==> src/rtl/join_pkg.sv <==
`default_nettype none
// ============================================================================
// Module      : join_pkg
// Description : Shared types and constants for the two-player quiz
//               controller: game state encoding, initial-HP lookup and
//               player bit indices used on judg_in / wrong_in.
// Revision    : 1.0 - initial release
// ============================================================================
package join_pkg;

    typedef enum logic [2:0] {
        IDLE   = 3'd0,
        WAIT_Q = 3'd1,
        SHOW_Q = 3'd2,
        ANSWER = 3'd3,
        OVER   = 3'd4
    } state_t;

    // Initial HP for each hp_in selection
    localparam logic [3:0] c_HP_SEL_00 = 4'd3;
    localparam logic [3:0] c_HP_SEL_01 = 4'd5;
    localparam logic [3:0] c_HP_SEL_10 = 4'd7;
    localparam logic [3:0] c_HP_SEL_11 = 4'd9;

    // Player bit positions inside judg_in / wrong_in
    localparam int P1 = 0;
    localparam int P2 = 1;

    function automatic logic [3:0] hp_lookup(input logic [1:0] sel);
        logic [3:0] hp;
        case (sel)
            2'b00:   hp = c_HP_SEL_00;
            2'b01:   hp = c_HP_SEL_01;
            2'b10:   hp = c_HP_SEL_10;
            default: hp = c_HP_SEL_11;
        endcase
        return hp;
    endfunction

endpackage
`default_nettype wire

==> src/rtl/join_ctrl_rise_edge.sv <==
`default_nettype none
// ============================================================================
// Module      : rise_edge
// Description : 1-bit rising-edge detector. rise is high for the single
//               cycle in which d is 1 and its registered previous value is 0.
// Ports       : clk, rst (sync, active-high), d (level in), rise (event out)
// Revision    : 1.0 - initial release
// ============================================================================
module rise_edge (
    input  logic clk,
    input  logic rst,
    input  logic d,
    output logic rise
);

    logic r_prev;

    always_ff @(posedge clk) begin
        if (rst) begin
            r_prev <= 1'b0;
        end else begin
            r_prev <= d;
        end
    end

    assign rise = d & ~r_prev;

endmodule
`default_nettype wire

==> src/rtl/join_ctrl.sv <==
`default_nettype none
// ============================================================================
// Module      : join_ctrl
// Description : Two-player factorization quiz controller. Latches READY
//               buttons, starts the game once both players are ready, walks
//               through question/answer phases, applies hits to HP and
//               declares the winner. All outputs are registered.
// Ports       : clk, rst          - clock, sync active-high reset
//               ready_1p/ready_2p - READY buttons (levels, edge-detected)
//               que / que_in      - show-question / input-screen requests
//               hp_in             - initial HP select (3/5/7/9)
//               judg_in/wrong_in  - per-player correct / wrong strobes
//               ok_2              - game in progress
//               led_1p/led_2p     - ready, later winner, LEDs
//               num / num_2       - player-1 / player-2 HP
// Revision    : 1.0 - initial release
// ============================================================================
module join_ctrl
    import join_pkg::*;
#(
    parameter int HP_W = 4
) (
    input  logic            clk,
    input  logic            rst,
    input  logic            ready_1p,
    input  logic            ready_2p,
    input  logic            que,
    input  logic            que_in,
    input  logic [1:0]      hp_in,
    input  logic [1:0]      judg_in,
    input  logic [1:0]      wrong_in,
    output logic            ok_2,
    output logic            led_1p,
    output logic            led_2p,
    output logic [HP_W-1:0] num,
    output logic [HP_W-1:0] num_2
);

    localparam int c_EV_RDY1  = 0;
    localparam int c_EV_RDY2  = 1;
    localparam int c_EV_QUE   = 2;
    localparam int c_EV_QUEIN = 3;

    logic [3:0] w_lvl;
    logic [3:0] w_rise;

    assign w_lvl = {que_in, que, ready_2p, ready_1p};

    for (genvar gi = 0; gi < 4; gi++) begin : g_edge
        rise_edge u_rise_edge (
            .clk  (clk),
            .rst  (rst),
            .d    (w_lvl[gi]),
            .rise (w_rise[gi])
        );
    end

    state_t          r_state;
    state_t          w_state_nx;
    logic            w_ok_nx;
    logic            w_led1_nx;
    logic            w_led2_nx;
    logic [HP_W-1:0] w_num_nx;
    logic [HP_W-1:0] w_num2_nx;

    // A correct answer by the opponent or one's own wrong answer costs 1 HP;
    // both together still cost only 1.
    logic w_p1_hit;
    logic w_p2_hit;
    logic w_round_end;

    assign w_p1_hit    = judg_in[P2] | wrong_in[P1];
    assign w_p2_hit    = judg_in[P1] | wrong_in[P2];
    assign w_round_end = (|judg_in) | (|wrong_in);

    always_comb begin
        w_state_nx = r_state;
        w_ok_nx    = ok_2;
        w_led1_nx  = led_1p;
        w_led2_nx  = led_2p;
        w_num_nx   = num;
        w_num2_nx  = num_2;

        case (r_state)
            IDLE: begin
                if (led_1p && led_2p) begin
                    w_state_nx = WAIT_Q;
                    w_ok_nx    = 1'b1;
                    w_num_nx   = HP_W'(hp_lookup(hp_in));
                    w_num2_nx  = HP_W'(hp_lookup(hp_in));
                end else begin
                    if (w_rise[c_EV_RDY1]) w_led1_nx = 1'b1;
                    if (w_rise[c_EV_RDY2]) w_led2_nx = 1'b1;
                end
            end
            WAIT_Q: begin
                if (w_rise[c_EV_QUE]) w_state_nx = SHOW_Q;
            end
            SHOW_Q: begin
                if (w_rise[c_EV_QUEIN]) w_state_nx = ANSWER;
            end
            ANSWER: begin
                if (w_round_end) begin
                    if (w_p1_hit && (num != '0))   w_num_nx  = num - HP_W'(1);
                    if (w_p2_hit && (num_2 != '0)) w_num2_nx = num_2 - HP_W'(1);
                    if ((w_num_nx == '0) || (w_num2_nx == '0)) begin
                        w_state_nx = OVER;
                        w_ok_nx    = 1'b0;
                        // A surviving player lights its LED; a draw lights both.
                        w_led1_nx  = (w_num_nx != '0) || (w_num2_nx == '0);
                        w_led2_nx  = (w_num2_nx != '0) || (w_num_nx == '0);
                    end else begin
                        w_state_nx = WAIT_Q;
                    end
                end
            end
            OVER: begin
                // Terminal until reset; everything holds.
            end
            default: begin
                w_state_nx = IDLE;
            end
        endcase
    end

    always_ff @(posedge clk) begin
        if (rst) begin
            r_state <= IDLE;
            ok_2    <= 1'b0;
            led_1p  <= 1'b0;
            led_2p  <= 1'b0;
            num     <= '0;
            num_2   <= '0;
        end else begin
            r_state <= w_state_nx;
            ok_2    <= w_ok_nx;
            led_1p  <= w_led1_nx;
            led_2p  <= w_led2_nx;
            num     <= w_num_nx;
            num_2   <= w_num2_nx;
        end
    end

endmodule
`default_nettype wire

==> config.mk <==
export PLATFORM = sky130hd
export DESIGN_NAME = join_ctrl
export DESIGN_NICKNAME = d
export VERILOG_FILES = /design/src/rtl/join_pkg.sv /design/src/rtl/join_ctrl_rise_edge.sv /design/src/rtl/join_ctrl.sv
export SDC_FILE = /design/constraint.sdc
export NUM_CORES = 1
export LEC_CHECK = 0
export BUFFER_PORTS_ARGS = -buffer_cell sky130_fd_sc_hd__buf_4
export CAP_MARGIN = 30
export CORE_UTILIZATION = 40
export CTS_CLUSTER_DIAMETER = 200
export DETAILED_ROUTE_END_ITERATION = 6
export PLACE_DENSITY = 0.63
export SYNTH_ARGS = -nofsm -noshare
export SYNTH_HDL_FRONTEND = slang
export SYNTH_SLANG_ARGS = --single-unit
==> constraint.sdc <==
create_clock -name clk -period 1.8 [get_ports clk]
set_input_delay 0.09 -clock clk [delete_from_list [all_inputs] [get_ports clk]]
set_output_delay 0.09 -clock clk [all_outputs]
set_load 0.03 [all_outputs]
After elaboration in Yosys (flattened, before gate mapping)
Index checks and enable logic that the tools add are counted.
{"block": "classes", "muxes": 32, "bitwise_logic": 12, "eq_ne": 14, "reduce_logical": 22, "add_sub_neg": 2}
{"op": "4-bit 2-to-1 mux", "count": 9}
{"op": "4-bit case mux with 2 select lines", "count": 2}
{"op": "4-bit nonzero test", "count": 4}
{"op": "3-bit 2-to-1 mux", "count": 5}
{"op": "3-bit case mux with 5 select lines", "count": 1}
{"op": "5-bit AND reduction", "count": 3}
{"op": "4-bit case mux with 3 select lines", "count": 1}
{"op": "1-bit 2-to-1 mux", "count": 11}
{"op": "4-bit zero test", "count": 2}
{"op": "2-bit by 1-bit != test with 1-bit output (second input constant)", "count": 4}
{"op": "2-bit != test (second input constant)", "count": 4}
{"op": "4-bit by 1-bit subtractor with 4-bit output (second input constant)", "count": 2}
{"op": "3-bit by 2-bit equality test with 1-bit output (second input constant)", "count": 2}
{"op": "1-bit case mux with 2 select lines", "count": 3}
{"op": "1-bit inverter", "count": 5}
{"op": "1-bit AND", "count": 4}
{"op": "4-bit AND reduction", "count": 1}
{"op": "2-bit OR reduction", "count": 2}
{"op": "3-bit by 1-bit equality test with 1-bit output (second input constant)", "count": 1}
{"op": "3-bit equality test (second input constant)", "count": 1}
{"op": "1-bit logical AND", "count": 3}
{"op": "3-bit zero test", "count": 1}
{"op": "1-bit logical OR", "count": 3}
{"op": "1-bit OR", "count": 3}
{"op": "other kinds (5)", "count": 5}
{"block": "totals", "register_bits": 18, "output_inout_bits": 11}

Depth between registers and ports, before layout
{"block": "logic_depth", "ltp_word": 10, "mapped_depth": 8}

Hierarchy
Synthesis repeated with hierarchy kept, for this count alone.
{"block": "unflattened", "hier_cells": 148, "hier_area_um2": 1223.7}
{"module": "join_ctrl", "n_inst": 1, "area_per_inst_um2": 1033.5, "seq_area_each_um2": 280.3, "cells_per_inst": 136}
{"module": "rise_edge", "n_inst": 4, "area_per_inst_um2": 47.5, "seq_area_each_um2": 20.0, "cells_per_inst": 3}

Least setup slack after synthesis
OpenSTA, ideal clock, no wires.
{"block": "synth_path", "kind": "flip-flop to flip-flop", "startpoint": "register num[0]", "endpoint": "register led_1p", "setup_slack_ns": -0.406, "required_time_ns": 1.668, "path_stages_with_launch": 8, "setup_ns": 0.132, "t_arrival_ns": 2.074, "cell_sequence": "dfxtp_1 inv_1 ha_1 nor3b_2 or4_1 o211a_2 o311ai_1 o31ai_1"}
{"block": "synth_via", "elab_chain_len": 10}
{"element": "start, declared", "line": "join_ctrl.sv:35", "source": "output logic [HP_W-1:0] num,"}
{"element": "start signal, assigned", "line": "join_ctrl.sv:139", "source": "num <= w_num_nx;"}
{"element": "parallel branches: the longest is 2 deep, another holds 4-bit by 1-bit subtractor with 4-bit output"}
{"element": "4-bit 2-to-1 mux *", "line": "join_ctrl.sv:104", "source": "if (w_p1_hit && (num != '0)) w_num_nx = num - HP_W'(1);"}
{"element": "4-bit 2-to-1 mux *", "line": "join_ctrl.sv:103", "source": "if (w_round_end) begin"}
{"element": "4-bit 2-to-1 mux *", "line": "join_ctrl.sv:84", "source": "case (r_state)"}
{"element": "4-bit nonzero test", "line": "join_ctrl.sv:110", "source": "w_led1_nx = (w_num_nx != '0) || (w_num2_nx == '0);"}
{"element": "1-bit logical OR", "line": "join_ctrl.sv:110"}
{"element": "1-bit 2-to-1 mux", "line": "join_ctrl.sv:106", "source": "if ((w_num_nx == '0) || (w_num2_nx == '0)) begin"}
{"element": "1-bit 2-to-1 mux", "line": "join_ctrl.sv:103"}
{"element": "1-bit case mux with 2 select lines", "line": "join_ctrl.sv:84"}
{"element": "end signal, assigned", "line": "join_ctrl.sv:137", "source": "led_1p <= w_led1_nx;"}
{"element": "end, declared", "line": "join_ctrl.sv:33", "source": "output logic led_1p,"}
Mark *: on every way between the ends. The select of a mux whose other input is x is not followed.
A chain may end at the register's enable or synchronous reset.

Final worst setup path
{"block": "layout_path", "startpoint": "register num_2[0]", "endpoint": "register led_2p"}
{"block": "layout_via", "elab_chain_len": 10}
{"element": "start, declared", "line": "join_ctrl.sv:36", "source": "output logic [HP_W-1:0] num_2"}
{"element": "start signal, assigned", "line": "join_ctrl.sv:140", "source": "num_2 <= w_num2_nx;"}
{"element": "parallel branches: the longest is 2 deep, another holds 4-bit by 1-bit subtractor with 4-bit output"}
{"element": "4-bit 2-to-1 mux *", "line": "join_ctrl.sv:105", "source": "if (w_p2_hit && (num_2 != '0)) w_num2_nx = num_2 - HP_W'(1);"}
{"element": "4-bit 2-to-1 mux *", "line": "join_ctrl.sv:103"}
{"element": "4-bit 2-to-1 mux *", "line": "join_ctrl.sv:84"}
{"element": "4-bit nonzero test", "line": "join_ctrl.sv:111", "source": "w_led2_nx = (w_num2_nx != '0) || (w_num_nx == '0);"}
{"element": "1-bit logical OR", "line": "join_ctrl.sv:111"}
{"element": "1-bit 2-to-1 mux", "line": "join_ctrl.sv:106"}
{"element": "1-bit 2-to-1 mux", "line": "join_ctrl.sv:103"}
{"element": "1-bit case mux with 2 select lines", "line": "join_ctrl.sv:84"}
{"element": "end signal, assigned", "line": "join_ctrl.sv:138", "source": "led_2p <= w_led2_nx;"}
{"element": "end, declared", "line": "join_ctrl.sv:34", "source": "output logic led_2p,"}
Marked as above.

==> PnR_summary.wiki <==
{| class="wikitable"
! Metric !! Value
|-
| Number of vias in the routed layout || 1253
|-
| Complex-gate fraction of the synthesized area || 30.77%
|-
| Count of different cell masters after synthesis || 52
|-
| Number of standard cells in the final layout excluding fillers || 221
|-
| CTS H-tree depth || 1
|-
| DRC violation count after routing || 2
|-
| Synth-to-Final Area Change || 40.31%
|-
| Simple-gate share of the synthesized area || 23.59%
|-
| Boundary Pins || 23
|-
| Max Fclk || 542.6 MHz
|-
| Post-route total power || 1.216 mW
|-
| Inst Count DP || 212
|-
| Count of routing violations after the opening detailed-route iteration || 45
|-
| Standard cell area after detailed placement || 1567 sq um
|-
| Final worst path period share || 102.4%
|-
| Max FO, Critical Path || 4
|-
| Hold Vio Cnt, Final || 0
|-
| Slack of the critical path || -0.04286 ns
|-
| Kind of start point of the critical path || flip-flop
|-
| Std-Cell Rows || 19
|-
| Buffer depth of the longest clock path || 2
|-
| Number of diodes || 0
|-
| Worst IR Drop VDD || 470.2 uV
|-
| Xor/xnor share of the synthesized area || 2.154%
|-
| EDFF count, synth || 0
|-
| Effective utilization at floorplan || 43.12%
|-
| Average footprint of a synthesized cell || 8.243 sq um
|-
| Cells after synthesis || 148
|-
| Total non-filler cell area in the finished layout || 1712 sq um
|-
| Violations in the final reports || design-rule violations, negative setup slack
|-
| Half-perimeter wire length of the detailed placement result || 2378 um
|-
| DRT Pass-1 Iters || 6
|-
| Data required time of the worst path || 2.02 ns
|-
| Ys Warns || 0
|-
| Clk_skew || 0.007754 ns
|-
| Clock tree root driver cell || sky130_fd_sc_hd__clkbuf_4
|-
| Min-Delay Path Depth || 2
|-
| Total negative setup slack || -0.1197 ns
|-
| Routability congestion estimate from global placement || 0.8747
|-
| Arrival time at the worst endpoint || 2.06 ns
|-
| HP Class || in2reg
|-
| Max-cap violations || 0
|-
| Synthesized Nets || 165
|-
| Cell Pwr Density || 710.7 nW/um^2
|-
| Clock latency reported for the late side of the worst-skew pair || 0.32 ns
|-
| Total leakage power || 0.7120 nW
|-
| Run status || complete, but fails checks
|-
| Combinational family with the most area after synthesis || compound AO/OA/AOI/OAI gates
|-
| Number of fill cells in the layout || 252
|-
| Setup slack at placement || -0.1344 ns
|-
| Die Wd || 57.23 um
|-
| Total wirelength of the detailed-routed design || 3208 um
|-
| Number of flip-flops and latches in the synthesized netlist || 18
|-
| Routed via count divided by cell count || 5.670
|-
| Via count of the first global-routing pass || 1208
|-
| Kind of critical path || reg2reg
|-
| Share of synthesized flip-flops with an asynchronous set or reset || 0%
|-
| Unrepaired setup endpoints after global routing || true
|-
| Total setup violations reported at the end of the flow || 5
|-
| Count of nets after finishing || 208
|-
| Total routing resource utilization after global routing || 21.21%
|-
| Period minus WS final || 1.843 ns
|-
| Post-synthesis instance area || 1220 sq um
|-
| Leading register cell type out of synthesis || sky130_fd_sc_hd__dfxtp_1
|-
| Placeable core region || 2829 sq um
|-
| Count of clock tree sinks || 18
|-
| Clock-pin transition on the worst setup and hold timing paths || 0.11 ns
|-
| End-of-flow core utilization || 60.50%
|-
| Total gr overflow || 0
|-
| Initial antenna violation count || 0
|-
| Headroom to the max-slew limit || 69.00%
|-
| Wire per inst || 14.52 um
|-
| Most common cell after layout, fill and taps aside || sky130_fd_sc_hd__buf_4
|-
| Sequential cell area fraction in the yosys report || 29.54%
|-
| Count of final max-slew check failures || 0
|-
| Kind of capture point of the worst setup path || flip-flop
|-
| Multiplexer share of the synthesized area || 1.641%
|-
| Buffers added on ports || 22
|-
| Largest net degree at the start of global routing || 19
|-
| TritonCTS Buffers || 3
|-
| DRT antenna net count || 0
|-
| Number of cells on the worst reg-to-reg path || 7
|-
| CTS tree || yes
|-
| Highest-count cells in the layout ignoring fill and taps || sky130_fd_sc_hd__buf_4, sky130_fd_sc_hd__dfxtp_1, sky130_fd_sc_hd__nor2_1
|-
| Die Height || 57.23 um
|-
| Fraction of layout instances using a drive strength above 1 || 43.16%
|-
| Worst-margin pin slew || 0.4628 ns
|-
| Synth Area in Adders || 5.128%
|-
| Worst Hold Slack || 0.007450 ns
|-
| Global-route wire length before repair || 5471 um
|-
| Floorplan die area || 3275 sq um
|}
-- flip-flops by register name (all words and copies together), names as in the netlist --
name                       cells
g_edge.u_rise_edge.r_prev      4
led_1p                         1
led_2p                         1
num                            4
num_2                          4
ok_2                           1
r_state                        3
-- path summary, 6_finish.rpt --
| kind | from | end | slack (ns) |
|---|---|---|---|
| max | num_2[0] | led_2p | -0.04 |
| max reg2reg | num_2[0] | led_2p | -0.04 |
| min | que | g_edge[2].u_rise_edge.r_prev | 0.007 |
| min reg2reg | led_1p | led_1p | 0.55 |
-- synth_stat cells (all sizes together), types with 3 or more instances --
| cell | instances | area share [%] |
|---|---|---|
| dfxtp | 18 | 30 |
| nor2 | 13 | 4.2 |
| inv | 11 | 3.4 |
| nand2 | 10 | 3.1 |
| o21ai | 10 | 4.4 |
| a21oi | 9 | 4.0 |
| nor2b | 7 | 3.6 |
| a211oi | 6 | 4.1 |
| ha | 5 | 5.1 |
| buf | 4 | 2.9 |
| nor3b | 4 | 2.9 |
| a31oi | 3 | 2.8 |
| a32o | 3 | 2.5 |
| clkbuf | 3 | 0.92 |
| nand2b | 3 | 1.5 |
| or2 | 3 | 1.5 |
| or3 | 3 | 1.5 |
| xnor2 | 3 | 2.2 |
-- layer usage --
metal,global-route usage [%],vias up,wire length [um]
li1,-,626,-
met1,27.53,593,1481
met2,36.81,30,1575
met3,4.762,4,128
met4,3.136,0,24
met5,0,-,0
-- power breakdown --
| group | internal, mW | total, mW | switching [mW] |
|---|---|---|---|
| sequential | 0.424 | 0.453 | 0.0293 |
| combinational | 0.242 | 0.492 | 0.249 |
| clock | 0.124 | 0.272 | 0.148 |
-- area by class of cell --
type                            instances  area, sq um  area share (%)
Multi-Input combinational cell        112        872.1           50.95
Sequential cell                        18        375.4           21.93
Timing Repair Buffer                   45        342.8           20.03
Inverter                               11        46.29           2.705
Tap cell                               31        38.79           2.266
Clock buffer                            4        36.28           2.120
-- repair_timing --
item                                    4_1_cts  5_1_grt
hold endpoints to repair                      1        1
resized for setup                            10        5
buffers inserted                              1        2
hold buffers                                  1        1
pin swaps                                     2        8
endpoints found under the setup margin        5        8
-- logic make-up after synthesis --
family	Yosys count
AO/OA/AOI/OAI	50
XOR/XNOR	3
adder cells (fa/ha/maj)	5
buffers and inverters	18
flip-flops	18
multiplexers	2
AND/OR/NAND/NOR	52
-- worst max-delay path: stages (launching register included) --
cell and delay [ns]:
sky130_fd_sc_hd__dfxtp_4 0.37, sky130_fd_sc_hd__inv_2 0.04, sky130_fd_sc_hd__ha_4 0.27, sky130_fd_sc_hd__inv_2 0.04, sky130_fd_sc_hd__o41ai_4 0.31, sky130_fd_sc_hd__o21ai_2 0.12
sky130_fd_sc_hd__or3_1 0.36, sky130_fd_sc_hd__a32o_1 0.22
Note: power is estimated with default switching activity, not from simulation.
